==> src/rtl/alu_issue_arbiter.sv <==
// Shares one combinational RV32I ALU among N_REQ requesters with a one-entry result register.
// Define ALU_ARB_RR_EN for round-robin grant; otherwise fixed priority (lowest index wins).

module alu_issue_alu #(
    parameter int XLEN = 32
) (
    input  logic [XLEN-1:0] a,
    input  logic [XLEN-1:0] b,
    input  logic [2:0]      funct3,
    input  logic            sign,
    output logic [XLEN-1:0] result,
    output logic            zero
);
    localparam int SH_W = $clog2(XLEN);

    logic [SH_W-1:0] shamt;
    assign shamt = b[SH_W-1:0];

    always_comb begin
        result = '0;
        case (funct3)
            3'b000: result = sign ? (a - b) : (a + b);
            3'b001: result = a << shamt;
            3'b010: result = XLEN'($signed(a) < $signed(b));
            3'b011: result = XLEN'(a < b);
            3'b100: result = a ^ b;
            3'b101: begin
                // Kept out of a ternary: mixing with the unsigned branch would make >>> logical.
                if (sign) result = $signed(a) >>> shamt;
                else      result = a >> shamt;
            end
            3'b110: result = a | b;
            3'b111: result = a & b;
            default: result = '0;
        endcase
    end

    assign zero = (result == '0);
endmodule

module alu_issue_arbiter #(
    parameter int XLEN  = 32,
    parameter int N_REQ = 4,
    parameter int TAG_W = 4
) (
    input  logic                   clk,
    input  logic                   rst_n,
    input  logic                   flush,
    input  logic [N_REQ-1:0]       req_valid,
    output logic [N_REQ-1:0]       req_ready,
    input  logic [N_REQ*XLEN-1:0]  req_a,
    input  logic [N_REQ*XLEN-1:0]  req_b,
    input  logic [N_REQ*3-1:0]     req_funct3,
    input  logic [N_REQ-1:0]       req_sign,
    input  logic [N_REQ*TAG_W-1:0] req_tag,
    output logic                   res_valid,
    input  logic                   res_ready,
    output logic [XLEN-1:0]        res_value,
    output logic                   res_zero,
    output logic [TAG_W-1:0]       res_tag
);
    localparam int PTR_W = $clog2(N_REQ);
    localparam logic [PTR_W:0]   LAST_W = (PTR_W+1)'(N_REQ - 1);
    localparam logic [PTR_W:0]   NREQ_W = (PTR_W+1)'(N_REQ);
    localparam logic [PTR_W-1:0] LAST   = PTR_W'(N_REQ - 1);

    logic             res_valid_q, res_valid_d;
    logic [XLEN-1:0]  res_value_q, res_value_d;
    logic             res_zero_q,  res_zero_d;
    logic [TAG_W-1:0] res_tag_q,   res_tag_d;
`ifdef ALU_ARB_RR_EN
    logic [PTR_W-1:0] rr_ptr_q, rr_ptr_d;
`endif

    logic             can_load;
    logic             grant_found;
    logic [PTR_W-1:0] grant_idx;
    logic [PTR_W:0]   cand;
    logic             issue;
    logic [XLEN-1:0]  alu_result;
    logic             alu_zero;

    // No handshake is offered while reset is held.
    assign can_load = rst_n & ~flush & (~res_valid_q | res_ready);

    // NOTE: every variable written in a combinational block gets a default first, so no latch is inferred.
    always_comb begin
        grant_found = 1'b0;
        grant_idx   = '0;
        cand        = '0;
        for (int k = 0; k < N_REQ; k++) begin
`ifdef ALU_ARB_RR_EN
            cand = {1'b0, rr_ptr_q} + (PTR_W+1)'(k);
            if (cand > LAST_W) cand = cand - NREQ_W;
`else
            cand = (PTR_W+1)'(k);
`endif
            if (!grant_found && req_valid[cand[PTR_W-1:0]]) begin
                grant_found = 1'b1;
                grant_idx   = cand[PTR_W-1:0];
            end
        end
    end

    assign issue = can_load & grant_found;

    always_comb begin
        req_ready = '0;
        if (issue) req_ready[grant_idx] = 1'b1;
    end

    alu_issue_alu #(.XLEN(XLEN)) u_alu (
        .a      (req_a[grant_idx*XLEN +: XLEN]),
        .b      (req_b[grant_idx*XLEN +: XLEN]),
        .funct3 (req_funct3[grant_idx*3 +: 3]),
        .sign   (req_sign[grant_idx]),
        .result (alu_result),
        .zero   (alu_zero)
    );

    // Flush beats both a pending issue and the result-bus accept.
    always_comb begin
        res_valid_d = res_valid_q;
        res_value_d = res_value_q;
        res_zero_d  = res_zero_q;
        res_tag_d   = res_tag_q;
        if (flush) begin
            res_valid_d = 1'b0;
        end else if (issue) begin
            res_valid_d = 1'b1;
            res_value_d = alu_result;
            res_zero_d  = alu_zero;
            res_tag_d   = req_tag[grant_idx*TAG_W +: TAG_W];
        end else if (res_ready) begin
            res_valid_d = 1'b0;
        end
    end

`ifdef ALU_ARB_RR_EN
    always_comb begin
        rr_ptr_d = rr_ptr_q;
        if (issue) rr_ptr_d = (grant_idx == LAST) ? '0 : grant_idx + 1'b1;
    end
`endif

    // NOTE: sequential state uses non-blocking assignments so every register samples pre-edge values.
    always_ff @(posedge clk or negedge rst_n) begin
        if (!rst_n) begin
            res_valid_q <= 1'b0;
            res_value_q <= '0;
            res_zero_q  <= 1'b0;
            res_tag_q   <= '0;
`ifdef ALU_ARB_RR_EN
            rr_ptr_q    <= '0;
`endif
        end else begin
            res_valid_q <= res_valid_d;
            res_value_q <= res_value_d;
            res_zero_q  <= res_zero_d;
            res_tag_q   <= res_tag_d;
`ifdef ALU_ARB_RR_EN
            rr_ptr_q    <= rr_ptr_d;
`endif
        end
    end

    assign res_valid = res_valid_q;
    assign res_value = res_value_q;
    assign res_zero  = res_zero_q;
    assign res_tag   = res_tag_q;
endmodule

==> config.mk <==
export PLATFORM = sky130hd
export DESIGN_NAME = alu_issue_arbiter
export DESIGN_NICKNAME = d
export VERILOG_FILES = /design/src/rtl/alu_issue_arbiter.sv
export SDC_FILE = /design/constraint.sdc
export NUM_CORES = 1
export LEC_CHECK = 0
export BUFFER_PORTS_ARGS = -buffer_cell sky130_fd_sc_hd__buf_2
export CAP_MARGIN = 20
export CORE_ASPECT_RATIO = 0.7
export CORE_MARGIN = 2
export CORE_UTILIZATION = 57
export CTS_BUF_LIST = sky130_fd_sc_hd__clkbuf_8
export CTS_CLUSTER_DIAMETER = 200
export CTS_CLUSTER_SIZE = 40
export DETAILED_ROUTE_END_ITERATION = 10
export PLACE_DENSITY_LB_ADDON = 0.05
export SLEW_MARGIN = 0
export SYNTH_ARGS = -nofsm -noshare
export SYNTH_HDL_FRONTEND = slang
export SYNTH_HIERARCHICAL = 1
export SYNTH_SLANG_ARGS = --single-unit
==> constraint.sdc <==
create_clock -name clk -period 2 [get_ports clk]
set_input_delay 0.4 -clock clk [delete_from_list [all_inputs] [get_ports clk]]
set_output_delay 0.4 -clock clk [all_outputs]
set_load 0.01 [all_outputs]
==> flow_summary_export.csv, run 1 <==
group,metric,value,unit
synth,yosys_warnings,6,
place,placement.io_buffers,337,
synth,synth_area,13560,um^2
clock_tree,cts-buffers-inserted,5,
die,dieHeight,133.1,um
die,initial_utilization,0.5765,
clock_tree,root_buffer,"clkbuf_8",
synth,synth-xor-area-share,0.007750,
global_route,grt_max_degree,58,
synth,ys_seq_area_frac,0.07012,
synth,synth_area_leader_cell,"ha_1",
synth,post_synth_num_cell_types,95,
synth,synth-edff-count,0,
synth,synth_compound_area_frac,0.3321,
clock_tree,clock_sinks,38,
synth,netlist.area_leader.share,0.08949,
die,ios,338,
synth,yosys-top-cells-area,"ha_1, mux4_2, dfrtp_1",
clock_tree,clockBufferDepth,2,
synth,syn-mean-instance-area,7.395,um^2
global_route,grt_pass1_wl,146700,um
run_status,tool.error,"[ERROR GRT-0116] Global routing finished with congestion. Check the congestion regions in the DRC Viewer.",
synth,synth_top_family_by_area,"compound AO/OA/AOI/OAI gates",
synth,synth-simple-area-share,0.2270,
synth,ys_ff_latch,38,
synth,synthArstFlopShare,1.000,
place,routabilityCongestion,1.244,
run_status,status,"aborted with a tool error",
global_route,grt_pass1_vias,24548,
synth,synth_nets,2229,
global_route,grt_overflow_total,4,
die,rows,47,
clock_tree,htree_num_levels,2,
synth,synthCells,1834,
synth,synth_fa_ha_area_frac,0.09244,
place,dpl.hpwl,56130,um
synth,muxShareOfSynthArea,0.1820,
synth,synth_flop_cell,"dfrtp_1",
global_route,grt_usage,0.7754,
die,die_w,188.4,um
run_status,stop_stage,"global routing",
-- per-stage QoR --
stage                     setup slack, ns  cells    util  instance area, um^2
after floorplan                    -2.823   1834       -                14110
after global placement             -3.010   2900  0.8376                19700
after detailed placement           -3.187   2900  0.8376                19700
after CTS                          -2.487   2963  0.9040                21260
-- synth_stat cells (8+ instances only) --
cell type    n
nand2_1    181
a21oi_1    153
inv_1      121
nor2_1     118
clkbuf_1   100
ha_1        97
o21ai_0     94
nand3b_1    71
a221o_1     66
mux2_2      51
mux2i_1     49
mux4_2      47
dfrtp_1     38
nor3_1      37
a211oi_1    36
nand3_1     32
o211ai_1    32
a31oi_1     29
buf_1       28
buf_2       28
a22oi_1     22
nor2b_1     22
a22o_1      20
nand2b_1    20
and3_1      18
mux2_4      16
a21o_1      15
a221oi_1    14
or3_1       14
o22ai_1     13
nand4_1     12
nor4_1      12
o31ai_1     12
a211o_1     11
o21a_1      11
o221ai_1    10
or4_1       10
and2_1       9
a311oi_1     8
o21bai_1     8
-- per-layer routing --
| layer | GRT usage | GRT overflow |
|---|---|---|
| met1 | 0.7773 | 0 |
| met2 | 0.9211 | 3 |
| met3 | 0.6703 | 0 |
| met4 | 0.7153 | 1 |
| met5 | 0.4154 | 0 |
-- repair_timing --
item | in CTS
gates resized for setup | 200
gates cloned | 4
endpoints found under the setup margin | 33
pin swaps | 67
hold buffers | 0
buffers inserted | 56
-- cells by family after synthesis --
logic type | count (synthesis)
compound gates | 637
xor+xnor | 12
fa+ha+maj | 99
buf+inv | 288
flops | 38
mux | 167
simple gates | 593
==> run 2: changes to the inputs <==
- CORE_ASPECT_RATIO: 0.7 -> not set
- CORE_UTILIZATION: 57 -> 40
- CTS_BUF_LIST: sky130_fd_sc_hd__clkbuf_8 -> not set
- CTS_CLUSTER_DIAMETER: 200 -> not set
- CTS_CLUSTER_SIZE: 40 -> not set
- PLACE_DENSITY_LB_ADDON: 0.05 -> 0.15
==> run 2 against run 1 <==
Against the previous run: the flow now finishes, with violations (setup timing); synthesized area did not move; synthesized cell count did not move.
==> flow_summary_export.csv, run 2 <==
group,metric,value,unit
sta,fin_crit_sh,2.389,
clock_tree,clk-insertion-delay-late,0.32,ns
synth,post_synth_num_cell_types,95,
place,dpl.hpwl,66510,um
sta,skew,0.01712,ns
worst_setup_path,cp_cell_sequence,"buf_8 > buf_6 > nor3_4 > or2_4 > a221o_1 > inv_2 > ha_4 > fa_2 > o21ba_4 > a2111o_1 > buf_6 > a211o_4 > a31o_4 > a21o_1 > a21oi_2 > o41ai_2 > or3_1 > or4_1 > nor4_2 > mux2_4",
drt,final_antenna_net_count,0,
global_route,grt_antenna_before_repair,4,
synth,synth_area,13560,um^2
synth,synth_area_leader_cell,"ha_1",
clock_tree,clock_sinks,38,
synth,synth_flop_cell,"dfrtp_1",
place,dp_cells,3098,
drt,drc_errors,0,
place,dp_slack,-3.357,ns
power_and_ir_drop,seqPwrFrac,0.089,
drt,drt_iter0_markers,2746,
power_and_ir_drop,internal-power,6942,uW
power_and_ir_drop,max-vdd-ir-drop,397.5,uV
global_route,grt_pass1_vias,19498,
layout,ff_latch_area,950.9,um^2
min_path,hold_class,"input pin to flip-flop",
die,core_area,33450,um^2
sta,maxSlewViolCount,0,
sta,setup_viol,33,
clock_tree,holdBufCountCts,0,
place,placement.io_buffers,337,
sta,fmax,0.2093,GHz
clock_tree,path_clk_slew,0.07,ns
global_route,grt_overflow_total,0,
sta,slew_headroom,0.2344,
worst_setup_path,worstPathRequired,2.26,ns
die,dieHeight,188.1,um
clock_tree,htree_num_levels,2,
layout,final_cell_mix,"buf_4, buf_2, nand2_1",
global_route,grt_usage,0.4509,
global_route,grt_max_degree,39,
worst_setup_path,path_max_fanout,5,
worst_setup_path,worstSetupStartpointType,"input pin",
synth,synthCells,1834,
power_and_ir_drop,p_sw_frac,0.4774,
worst_setup_path,crit_type,"input pin to flip-flop",
worst_setup_path,crit_top_cell,"buf_6",
die,initial_utilization,0.4055,
die,die_area,35390,um^2
power_and_ir_drop,leakage,0.01069,uW
run_status,violations,"setup timing",
synth,syn-mean-instance-area,7.395,um^2
layout,fin_cells,3202,
sta,setup_slack,-2.779,ns
worst_setup_path,slowest_stage,"a2111o_1",
die,rows,67,
flow_run,maxCapViolCount,0,
sta,period_minus_slack,4.779,ns
layout,largest_reg_flops,32,
layout,fillCellCount,2863,
clock_tree,clockBufferDepth,2,
clock_tree,cts-buffers-inserted,5,
synth,ys_seq_area_frac,0.07012,
drt,routed_wl,82760,um
layout,drive_gt1_frac,0.5075,
layout,final_common_cell,"buf_4",
synth,synth-edff-count,0,
power_and_ir_drop,power.switching,6341,uW
run_status,status,"finished, violations left",
worst_setup_path,endpoint_kind,"flip-flop",
power_and_ir_drop,p_clk_frac,0.063,
layout,area_growth,67.09,%
drt,drt-vias-per-instance,6.295,
worst_setup_path,slowest_delay,0.42,ns
sta,rsz0062_at_grt,"yes",
clock_tree,cts_tree,"built",
worst_setup_path,critPathTopFamily,"compound AO/OA/AOI/OAI gates",
synth,synthArstFlopShare,1.000,
synth,synth_commonest_cells,"nand2_1, a21oi_1, inv_1",
place,routabilityCongestion,1.076,
global_route,grt_pass1_wl,120700,um
clock_tree,root_buffer,"clkbuf_16",
power_and_ir_drop,power_density,586.2,nW/um^2
synth,netlist.area_leader.share,0.08949,
sta,worst_slew_pin_slew,1.120,ns
worst_setup_path,arrival,5.04,ns
layout,final_nets,3144,
synth,yosys-top-cells-area,"ha_1, mux4_2, dfrtp_1",
power_and_ir_drop,pwr-share-comb,0.849,
die,ios,338,
worst_setup_path,crit_buf_inv,4,
synth,ys_ff_latch,38,
sta,hold_viol,0,
synth,yosys_warnings,6,
drt,vias,20156,
drt,first_pass_iters,6,
drt,wl_per_cell,25.85,um
die,die_w,188.1,um
layout,multiInputGateArea,12630,um^2
synth,synth_nets,2229,
synth,yosys.cell_count.top_type,"nand2_1",
run 2: cell counts after synthesis:
No cell type changed its count.
run 2: layout make-up:
class	count	share of cell area
diodes	5	0.0005522
clock buffers	5	0.005522
clock inverters	2	0.0004417
inverters	122	0.02076
multi-input cells	1509	0.5574
flip-flops and latches	38	0.04196
well taps	448	0.02474
repair buffers	1073	0.3486
run 2: routing by layer:
metal | up-vias | GRT usage | wire, um
li1 | 8837 | - | -
met4 | 2 | 0.2589 | 6177
met1 | 9562 | 0.5638 | 31650
met3 | 333 | 0.1187 | 9309
met5 | - | 0 | 20
met2 | 1422 | 0.7003 | 35610
run 2: timing repair:
| item | CTS | global route |
|---|---|---|
| buffers inserted | 68 | 30 |
| gates resized for setup | 213 | 100 |
| setup endpoints to repair | 38 | 36 |
| pin swaps | 70 | 40 |
| cloned | 4 | 0 |
run 2: path summary, 6_finish.rpt:
path,start,endpoint,slack [ns],cells after the start
max in group asynchronous,rst_n,res_value[29],1.11,3
max,req_valid[3],res_zero,-2.78,20
min,flush,res_valid,0.28,2
min reg2reg,res_value[1],res_value[1],0.50,1
max reg2reg,res_valid,res_value[10],0.15,3
min in group asynchronous,rst_n,res_value[6],0.31,2
run 2: power by group through the flow:
stage | Clock (uW) | Sequential [uW] | Combinational, uW
floorplan | 0 | 1290 | 4750
global placement | 0 | 1170 | 9710
detailed placement | 0 | 1180 | 9790
CTS | 839 | 1180 | 10600
global route | 868 | 1200 | 11800
finish | 833 | 1180 | 11300
run 2: cells by family after synthesis:
kind of cell,synth area share
AO/OA/AOI/OAI,0.3321
XOR/XNOR,0.007750
adder cells (fa/ha/maj),0.09244
buffers and inverters,0.08857
flip-flops,0.07012
multiplexers,0.1820
AND/OR/NAND/NOR,0.2270
run 2: stage by stage:
stage / hold WS (ns) / instance area (um^2) / util / setup TNS (ns) / total power (uW)
final: 0.2804 / 22660 / 0.6775 / -66.37 / 13280
after global routing: 0.2919 / 22650 / 0.6771 / -69.37 / 13830
after CTS: 0.2732 / 22060 / 0.6595 / -64.79 / 12610
after detailed placement: 0.4879 / 20430 / 0.6107 / -85.16 / 10970
after global placement: 0.4861 / 20430 / 0.6107 / -83.53 / 10870
after floorplan: 0.1044 / 14110 / - / -63.26 / 6044
(Power assumes the default switching activity.)
==> run 3: changes to the inputs <==
- BUFFER_PORTS_ARGS: -buffer_cell sky130_fd_sc_hd__buf_2 -> -buffer_cell sky130_fd_sc_hd__buf_4
==> run 3 against run 2 <==
Against the previous run: non-clock buffer count fell by 37; the run still ends with setup timing left; worst setup slack improved by 0.0058 ns; clock skew rose by 0.0029 ns; sequential share of layout area fell by 0.087 points; flip-flop and latch count did not move; utilization rose by 1.5 points; highest routed layer unchanged; total power rose by 2.2%; die area did not move; combinational power barely moved; global-route usage fell by 0.058 points; via count rose by 0.46%.
==> flow_summary_export.csv, run 3 (same netlist as run 2, synthesis figures left out) <==
group,metric,value,unit
clock_tree,path_clk_slew,0.08,ns
power_and_ir_drop,total_power,13570,uW
run_status,status,"finished, violations left",
sta,setup_viol,34,
global_route,grt_max_degree,41,
drt,routed_wl,84480,um
place,dp_cells,3080,
layout,fin_cells,3161,
global_route,grt_antenna_before_repair,2,
die,dieHeight,188.1,um
drt,first_pass_iters,6,
worst_setup_path,worstPathRequired,2.26,ns
layout,area_growth,70.85,%
worst_setup_path,crit_type,"input pin to flip-flop",
global_route,grt_usage,0.4503,
layout,drive_gt1_frac,0.5065,
clock_tree,clockBufferDepth,2,
power_and_ir_drop,max-vdd-ir-drop,394.2,uV
min_path,hold_class,"input pin to flip-flop",
drt,drt_iter0_markers,2665,
clock_tree,clock_sinks,38,
place,dpl.hpwl,67650,um
clock_tree,root_buffer,"clkbuf_16",
global_route,grt_pass1_vias,19838,
drt,vias,20249,
die,die_w,188.1,um
clock_tree,cts-buffers-inserted,5,
die,core_area,33450,um^2
layout,n_antenna_cell,0,
die,ios,338,
clock_tree,cts_tree,"built",
place,placement.io_buffers,337,
sta,period_minus_slack,4.773,ns
place,placed_cell_area,21110,um^2
drt,drt-vias-per-instance,6.406,
worst_setup_path,worstSetupStartpointType,"input pin",
sta,fin_crit_sh,2.387,
sta,slew_headroom,0.2189,
layout,final_common_cell,"buf_4",
sta,worst_slew_pin_slew,1.142,ns
place,routabilityCongestion,1.086,
sta,rsz0062_at_grt,"yes",
drt,wl_per_cell,26.72,um
clock_tree,htree_num_levels,2,
drt,final_antenna_net_count,0,
sta,hold_viol,0,
sta,skew,0.02005,ns
global_route,grt_pass1_wl,121500,um
sta,fmax,0.2095,GHz
sta,maxSlewViolCount,0,
power_and_ir_drop,leakage,0.01077,uW
layout,final_nets,3108,
clock_tree,clk-insertion-delay-late,0.31,ns
worst_setup_path,path_max_fanout,7,
power_and_ir_drop,power_density,585.7,nW/um^2
clock_tree,holdBufCountCts,0,
run_status,violations,"setup timing",
die,initial_utilization,0.4055,
worst_setup_path,endpoint_kind,"flip-flop",
worst_setup_path,arrival,5.03,ns
layout,largest_reg_flops,32,
layout,final_cell_mix,"buf_4, nand2_1, a21oi_1",
flow_run,maxCapViolCount,0,
layout,fin_area,23170,um^2
die,rows,67,
drt,drc_errors,0,
sta,setup_slack,-2.773,ns
global_route,grt_overflow_total,0,
die,die_area,35390,um^2
==> run 3: cell count changes in the layout (fill, tap and decap cells not counted), moves of 4 or more <==
cell / change
buf_12: -4
buf_2: -331
buf_4: +307
buf_6: -7
diode_2: -5
ha_2: +4
mux2_2: -6
mux2_4: +6
==> run 3: path summary, 6_finish.rpt <==
check                           cells after the start  slack (ns)         start      endpoint
max in group asynchronous                           2        1.28         rst_n     res_valid
worst min register to register                      1        0.51  res_value[2]  res_value[2]
worst max-delay path                               19       -2.77  req_valid[3]      res_zero
worst min-delay path                                2        0.29         flush     res_valid
min in group asynchronous                           2        0.30         rst_n  res_value[6]
worst max register to register                      3        0.25     res_valid  res_value[8]
==> run 3: power by group <==
group / internal, uW / switching [uW]
sequential: 1030 / 169
combinational: 5690 / 5840
clock: 453 / 395
total: 7170 / 6400
==> run 3: area by class of cell <==
| class | count | area (um^2) |
|---|---|---|
| multi-input combinational | 1510 | 12700 |
| tap | 448 | 560.5 |
| fill | 2773 | 10280 |
| clock inverter | 2 | 10.01 |
| inverter | 122 | 465.4 |
| sequential | 38 | 952.2 |
| clock buffer | 5 | 125.1 |
| timing repair buffer | 1036 | 8352 |
==> run 3: worst max-delay path, cell delays in order <==
cell and delay (ns):
buf_8 0.10, buf_8 0.12, nor3_4 0.17, or2_4 0.25, buf_8 0.15, a221o_1 0.28, inv_2 0.10, fa_2 0.42
o21ba_4 0.25, a2111o_1 0.42, a211o_1 0.41, a31oi_2 0.24, o41a_1 0.19, nand3_2 0.07, or4_1 0.58, nor4_4 0.27
nand4b_1 0.21, nor4_2 0.19, mux2_4 0.19
==> run 3: stage by stage <==
step / hold slack [ns] / worst slack, ns / utilization / TNS (ns)
6_report: 0.2868 / -2.773 / 0.6927 / -65.71
5_1_grt: 0.3043 / -2.874 / 0.6927 / -67.71
4_1_cts: 0.2779 / -2.666 / 0.6707 / -63.03
3_5_place_dp: 0.4997 / -3.401 / 0.6310 / -84.29
3_3_place_gp: 0.4925 / -3.348 / 0.6310 / -82.32
2_1_floorplan: 0.1044 / -2.823 / - / -63.26
==> run 3: layer usage <==
metal,up-vias,track usage,share of wire,routed length (um)
met5,-,0,0.00038,32
met4,4,0.2520,0.071,5971
met3,352,0.1198,0.12,10130
met2,1467,0.7020,0.43,36570
met1,9671,0.5627,0.38,31770
li1,8755,-,-,-
==> run 3: what timing repair did <==
item,CTS,global route
setup buffers,56,25
gates resized for setup,186,127
cloned,2,3
pin swaps,74,66
endpoints found under the setup margin,38,35
